===== config.mk =====
export PLATFORM = sky130hd
export DESIGN_NAME = z16_fetch_stage
export DESIGN_NICKNAME = d
export VERILOG_FILES = /design/src/rtl/z16_fetch_stage.sv
export SDC_FILE = /design/constraint.sdc
export NUM_CORES = 1
export LEC_CHECK = 0
export CORE_ASPECT_RATIO = 1.4
export CORE_MARGIN = 4
export CORE_UTILIZATION = 45
export CTS_BUF_LIST = sky130_fd_sc_hd__clkbuf_4 sky130_fd_sc_hd__clkbuf_8
export DETAILED_ROUTE_END_ITERATION = 12
export PLACE_DENSITY_LB_ADDON = 0.05
export REMOVE_ABC_BUFFERS = 1
export SLEW_MARGIN = 25
export SYNTH_ARGS = -nofsm -noshare
export SYNTH_HDL_FRONTEND = slang
export SYNTH_SLANG_ARGS = --single-unit

===== constraint.sdc =====
create_clock -name i_clk -period 2.1 [get_ports i_clk]
set_clock_uncertainty 0.05 [all_clocks]
set_input_delay 0.42 -clock i_clk [delete_from_list [all_inputs] [get_ports i_clk]]
set_output_delay 0.42 -clock i_clk [all_outputs]
set_load 0.005 [all_outputs]

===== src/rtl/z16_fetch_stage.sv =====
// rtl/z16_fetch_stage.sv - Z16 instruction fetch stage with IF/ID register
//
// Purpose:
//   Drives the PC into a combinational instruction memory, captures the
//   returned instruction into the IF/ID register, and hands it to decode
//   with a valid/ready handshake. Supports PC redirects (flush of the
//   fetched slot) and a sticky halt that freezes fetch until reset.
//
// Optional feature:
//   Z16_FETCH_PERF_EN - when defined, adds o_fetch_count, a 32-bit count of
//   accepted handshakes (o_valid && i_ready). Not cleared by redirect/halt.
//
// Ports:
//   i_clk            clock, all state updates on the rising edge
//   i_rst_n          asynchronous active-low reset
//   o_imem_addr      instruction memory byte address (= PC, bit 0 always 0)
//   i_imem_data      instruction returned combinationally for o_imem_addr
//   o_instr          IF/ID instruction register
//   o_pc             address from which o_instr was fetched
//   o_valid          o_instr/o_pc hold a live instruction
//   i_ready          decode accepts o_instr this cycle
//   i_redirect       redirect PC this cycle (taken BEQ, JRL)
//   i_redirect_addr  redirect target, bit 0 dropped
//   i_halt           stop request from decode
//   o_halted         sticky halt flag
//   o_fetch_count    accepted-fetch counter (Z16_FETCH_PERF_EN only)

module z16_fetch_stage #(
    parameter logic [15:0] RESET_ADDR = 16'h0000
) (
    input  logic        i_clk,
    input  logic        i_rst_n,
    output logic [15:0] o_imem_addr,
    input  logic [15:0] i_imem_data,
    output logic [15:0] o_instr,
    output logic [15:0] o_pc,
    output logic        o_valid,
    input  logic        i_ready,
    input  logic        i_redirect,
    input  logic [15:0] i_redirect_addr,
    input  logic        i_halt,
    output logic        o_halted
`ifdef Z16_FETCH_PERF_EN
    ,
    output logic [31:0] o_fetch_count
`endif
);

    // Halfword alignment is enforced on the reset vector as well.
    localparam logic [15:0] LP_RESET_PC = {RESET_ADDR[15:1], 1'b0};

    logic [15:0] r_pc;
    logic [15:0] r_instr;
    logic [15:0] r_fetch_pc;
    logic        r_valid;
    logic        r_halted;

    logic        w_load;
    logic        w_handshake;
    logic [15:0] w_redirect_pc;
    logic [15:0] w_pc_next;

    // Bit 0 of the redirect target is architecturally meaningless.
    logic        w_unused_ok;
    assign w_unused_ok = i_redirect_addr[0];

    always_comb begin
        w_load        = 1'b0;
        w_handshake   = 1'b0;
        w_redirect_pc = 16'h0000;
        w_pc_next     = 16'h0000;

        // A new instruction enters the IF/ID slot only when it is empty or
        // being drained this cycle, and nothing higher priority is pending.
        w_load        = !r_halted && !i_redirect && !i_halt && (!r_valid || i_ready);
        w_handshake   = r_valid && i_ready;
        w_redirect_pc = {i_redirect_addr[15:1], 1'b0};
        // Natural 16-bit wrap: 16'hFFFE + 2 -> 16'h0000.
        w_pc_next     = r_pc + 16'd2;
    end

    // Priority per edge: halt > redirect > load > hold. Once halted, nothing
    // changes until reset.
    always_ff @(posedge i_clk or negedge i_rst_n) begin
        if (!i_rst_n) begin
            r_pc       <= LP_RESET_PC;
            r_instr    <= 16'h0000;
            r_fetch_pc <= 16'h0000;
            r_valid    <= 1'b0;
            r_halted   <= 1'b0;
        end else if (!r_halted) begin
            if (i_halt) begin
                // Any instruction presented alongside the halt is either
                // consumed by decode (i_ready) or dropped; PC is frozen.
                r_halted <= 1'b1;
                r_valid  <= 1'b0;
            end else if (i_redirect) begin
                // Flush the slot; the target is fetched on the next edge,
                // giving exactly one bubble.
                r_pc    <= w_redirect_pc;
                r_valid <= 1'b0;
            end else if (w_load) begin
                r_instr    <= i_imem_data;
                r_fetch_pc <= r_pc;
                r_valid    <= 1'b1;
                r_pc       <= w_pc_next;
            end
        end
    end

`ifdef Z16_FETCH_PERF_EN
    logic [31:0] r_fetch_count;

    always_ff @(posedge i_clk or negedge i_rst_n) begin
        if (!i_rst_n) begin
            r_fetch_count <= 32'd0;
        end else if (w_handshake) begin
            r_fetch_count <= r_fetch_count + 32'd1;
        end
    end

    assign o_fetch_count = r_fetch_count;
`endif

    assign o_imem_addr = r_pc;
    assign o_instr     = r_instr;
    assign o_pc        = r_fetch_pc;
    assign o_valid     = r_valid;
    assign o_halted    = r_halted;

endmodule


==> results.toml <==
[logic_synthesis]
synthTopCellsByCount = "48 x dfrtp_1, 24 x mux2_2, 12 x nand3_1"
syn-instance-count = 185
synth.avg_cell_area_um2 = 12.21
synth_cell_types = 42
yosysTopAreaCell = "dfrtp_1"
synth_edf_count = 0
synthTopCellsByArea = "dfrtp_1 53%, mux2_2 12%, mux2_4 4.7%, nand3_1 2.7%, buf_6 2.0%"
ys_async_sr_fraction = 1.000
syn_area_mm2 = 0.002258
yosysWarnings = 0
ys_seq_area_frac = 0.5319
yosys.cell_count.top_type = "dfrtp_1"
synth_top_area_frac = 0.5319
ys_ff_latch = 48
synthFlopType = "dfrtp_1"

[placement]
hpwl_mm = 3.858
dp.cells = 331
place.gp.congestion = 0.7533
io_buffers = 83

[critical_path]
criticalPathCategory = "reg2out"
critPathBufInv = 1
arrival_ns = 1.38
cp_cell_sequence = "clkdlybuf4s50_1"
crit_family = "buffers and inverters"
cp_data_required_time_ns = 1.63
crit_fanout = 10
cp-start-kind = "register"
crit_path_top_delay_cell = "clkdlybuf4s50_1"
slowest_delay_ns = 0.57
end_kind = "primary output"

[cts]
tritoncts = "yes"
clock_sinks = 48
root_buffer = "clkbuf_8"
cts_max_path_buffers = 2
htree_levels = 2
cts_setup_buffers = 0
postCtsHoldBufs = 0
path_clk_slew_ns = 0.09
insertion_delay_ns = 0.30
cts_inserted_buffers = 5
ctsResizeCount = 0

[routing]
wl_per_cell_um = 15.94
ant_nets = 0
drc_errors = 0
avgViaCountPerCell = 5.351
finalWirelength_mm = 5.404
num_vias = 1814
first_pass_iters = 4
drt_iter0_markers = 86

[cells_and_area]
antenna_cells = 0
area_delta_synth_final_pct = 44.99
fillCellCount = 380
fin_nets = 312
final_cells = 339
drive_gt1_frac = 0.2000

[die]
core-area_mm2 = 0.004842
chipWidth_um = 67.88
ioPinCount = 87
rows = 30
die_area_mm2 = 0.006232
start_util = 0.4664
die_y_um = 91.82

[grt]
grt_pass1_vias = 1898
grt_overflow = 0
grtUsageMet1 = 0.2274
antenna_found_initial = 0
grt_pass1_wl_mm = 8.956
grt_max_degree = 26
track_usage = 0.1881
grt_use_met3 = 0.05515
grt_use_met2 = 0.3128
top_usage_layer = "met2"

[pwr]
p_leak_uw = 0.001385
vdd_drop_max_mv = 0.5039
p_total_uw = 1921
cellPowerDensity_mw_per_mm2 = 586.8

[run]
maxCapViolCount = 0

[sta]
period_needed_ns = 1.851
hold_ws_ns = 0.04128
finalHoldViolCount = 0
setup_viol = 0
rsz0062_at_grt = "no"
slew_headroom = 0.5645
post-route-period-util = 0.8815
drv_slew = 0
fmax_mhz = 540.2
worst_pin_slew_ns = 0.6509

[outcome]
status = "complete, no violations"

[hold_path]
min_path_type = "in2async"
==> sequential cells by signal, summed over array words and instances, names as in the netlist <==
| register | flops |
|---|---|
| o_valid | 1 |
| o_pc | 15 |
| o_halted | 1 |
| o_imem_addr | 15 |
| o_instr | 16 |
==> per-stage QoR <==
step | TNS (ns) | setup slack [ns] | util | instance area (um^2)
finish | 0 | 0.2489 | 0.6762 | 3274
global route | 0 | 0.1487 | 0.6762 | 3274
CTS | 0 | 0.2336 | 0.6762 | 3274
detailed placement | -0.05617 | -0.04085 | 0.6561 | 3177
global placement | -0.02384 | -0.02384 | 0.6561 | 3177
floorplan | -3.845 | -0.1327 | - | 2171
==> layout make-up <==
type | instances | area [um^2] | share of cell area
inverter | 3 | 11.26 | 0.003439
clock buffer | 6 | 82.58 | 0.02522
timing repair buffer | 93 | 925.9 | 0.2828
sequential | 48 | 1201 | 0.3668
tap | 64 | 80.08 | 0.02446
multi-input combinational | 123 | 958.4 | 0.2927
clock inverter | 2 | 15.01 | 0.004585
==> report_power, final <==
group | switching, uW | internal, uW | total (uW)
registers | 46.6 | 979 | 1030
logic | 98.0 | 211 | 309
clock network | 320 | 267 | 587
total | 465 | 1460 | 1920
==> cells by family (layout without fill, tap and decap cells) <==
kind of cell               count (synthesis)  in the layout  synth area share
adders and majority gates                  1              1          0.005539
and+or+nand+nor                           55             55            0.1413
other                                      1              2          0.001660
muxes                                     33             33            0.1751
buffers and inverters                     15            104           0.04543
AOI/OAI and AO/OA                         32             32           0.09917
DFF                                       48             48            0.5319
==> worst paths after layout <==
check	from	to	slack, ns	depth (start not counted)
max in group asynchronous	i_rst_n	o_instr[13]	1.44	2
worst min-delay path	i_rst_n	o_pc[8]	0.04	1
worst max-delay path	o_imem_addr[6]	o_imem_addr[6]	0.25	1
min in group i_clk	o_instr[2]	o_instr[2]	0.46	1
worst max register to register	o_imem_addr[1]	o_imem_addr[9]	0.35	5
worst min register to register	o_instr[2]	o_instr[2]	0.46	1
==> metal layers <==
layer / vias up / share of wire
li1: 865 / -
met1: 883 / 0.41
met2: 60 / 0.51
met3: 6 / 0.069
met4: 0 / 0.015
met5: - / 0
==> cells in the final DEF, fill, tap and decap left out, types with 4 or more instances in the layout <==
cell,count
a21oi_1,5
buf_4,8
clkbuf_8,6
clkdlybuf4s50_1,82
dfrtp_1,48
mux2_2,24
mux2_4,7
nand2_1,9
nand3_1,12
nand4_1,5
nor2_1,6
nor3_1,5
o21ai_0,6
o22a_1,4
No activity file was read; power rests on OpenSTA's default activity.
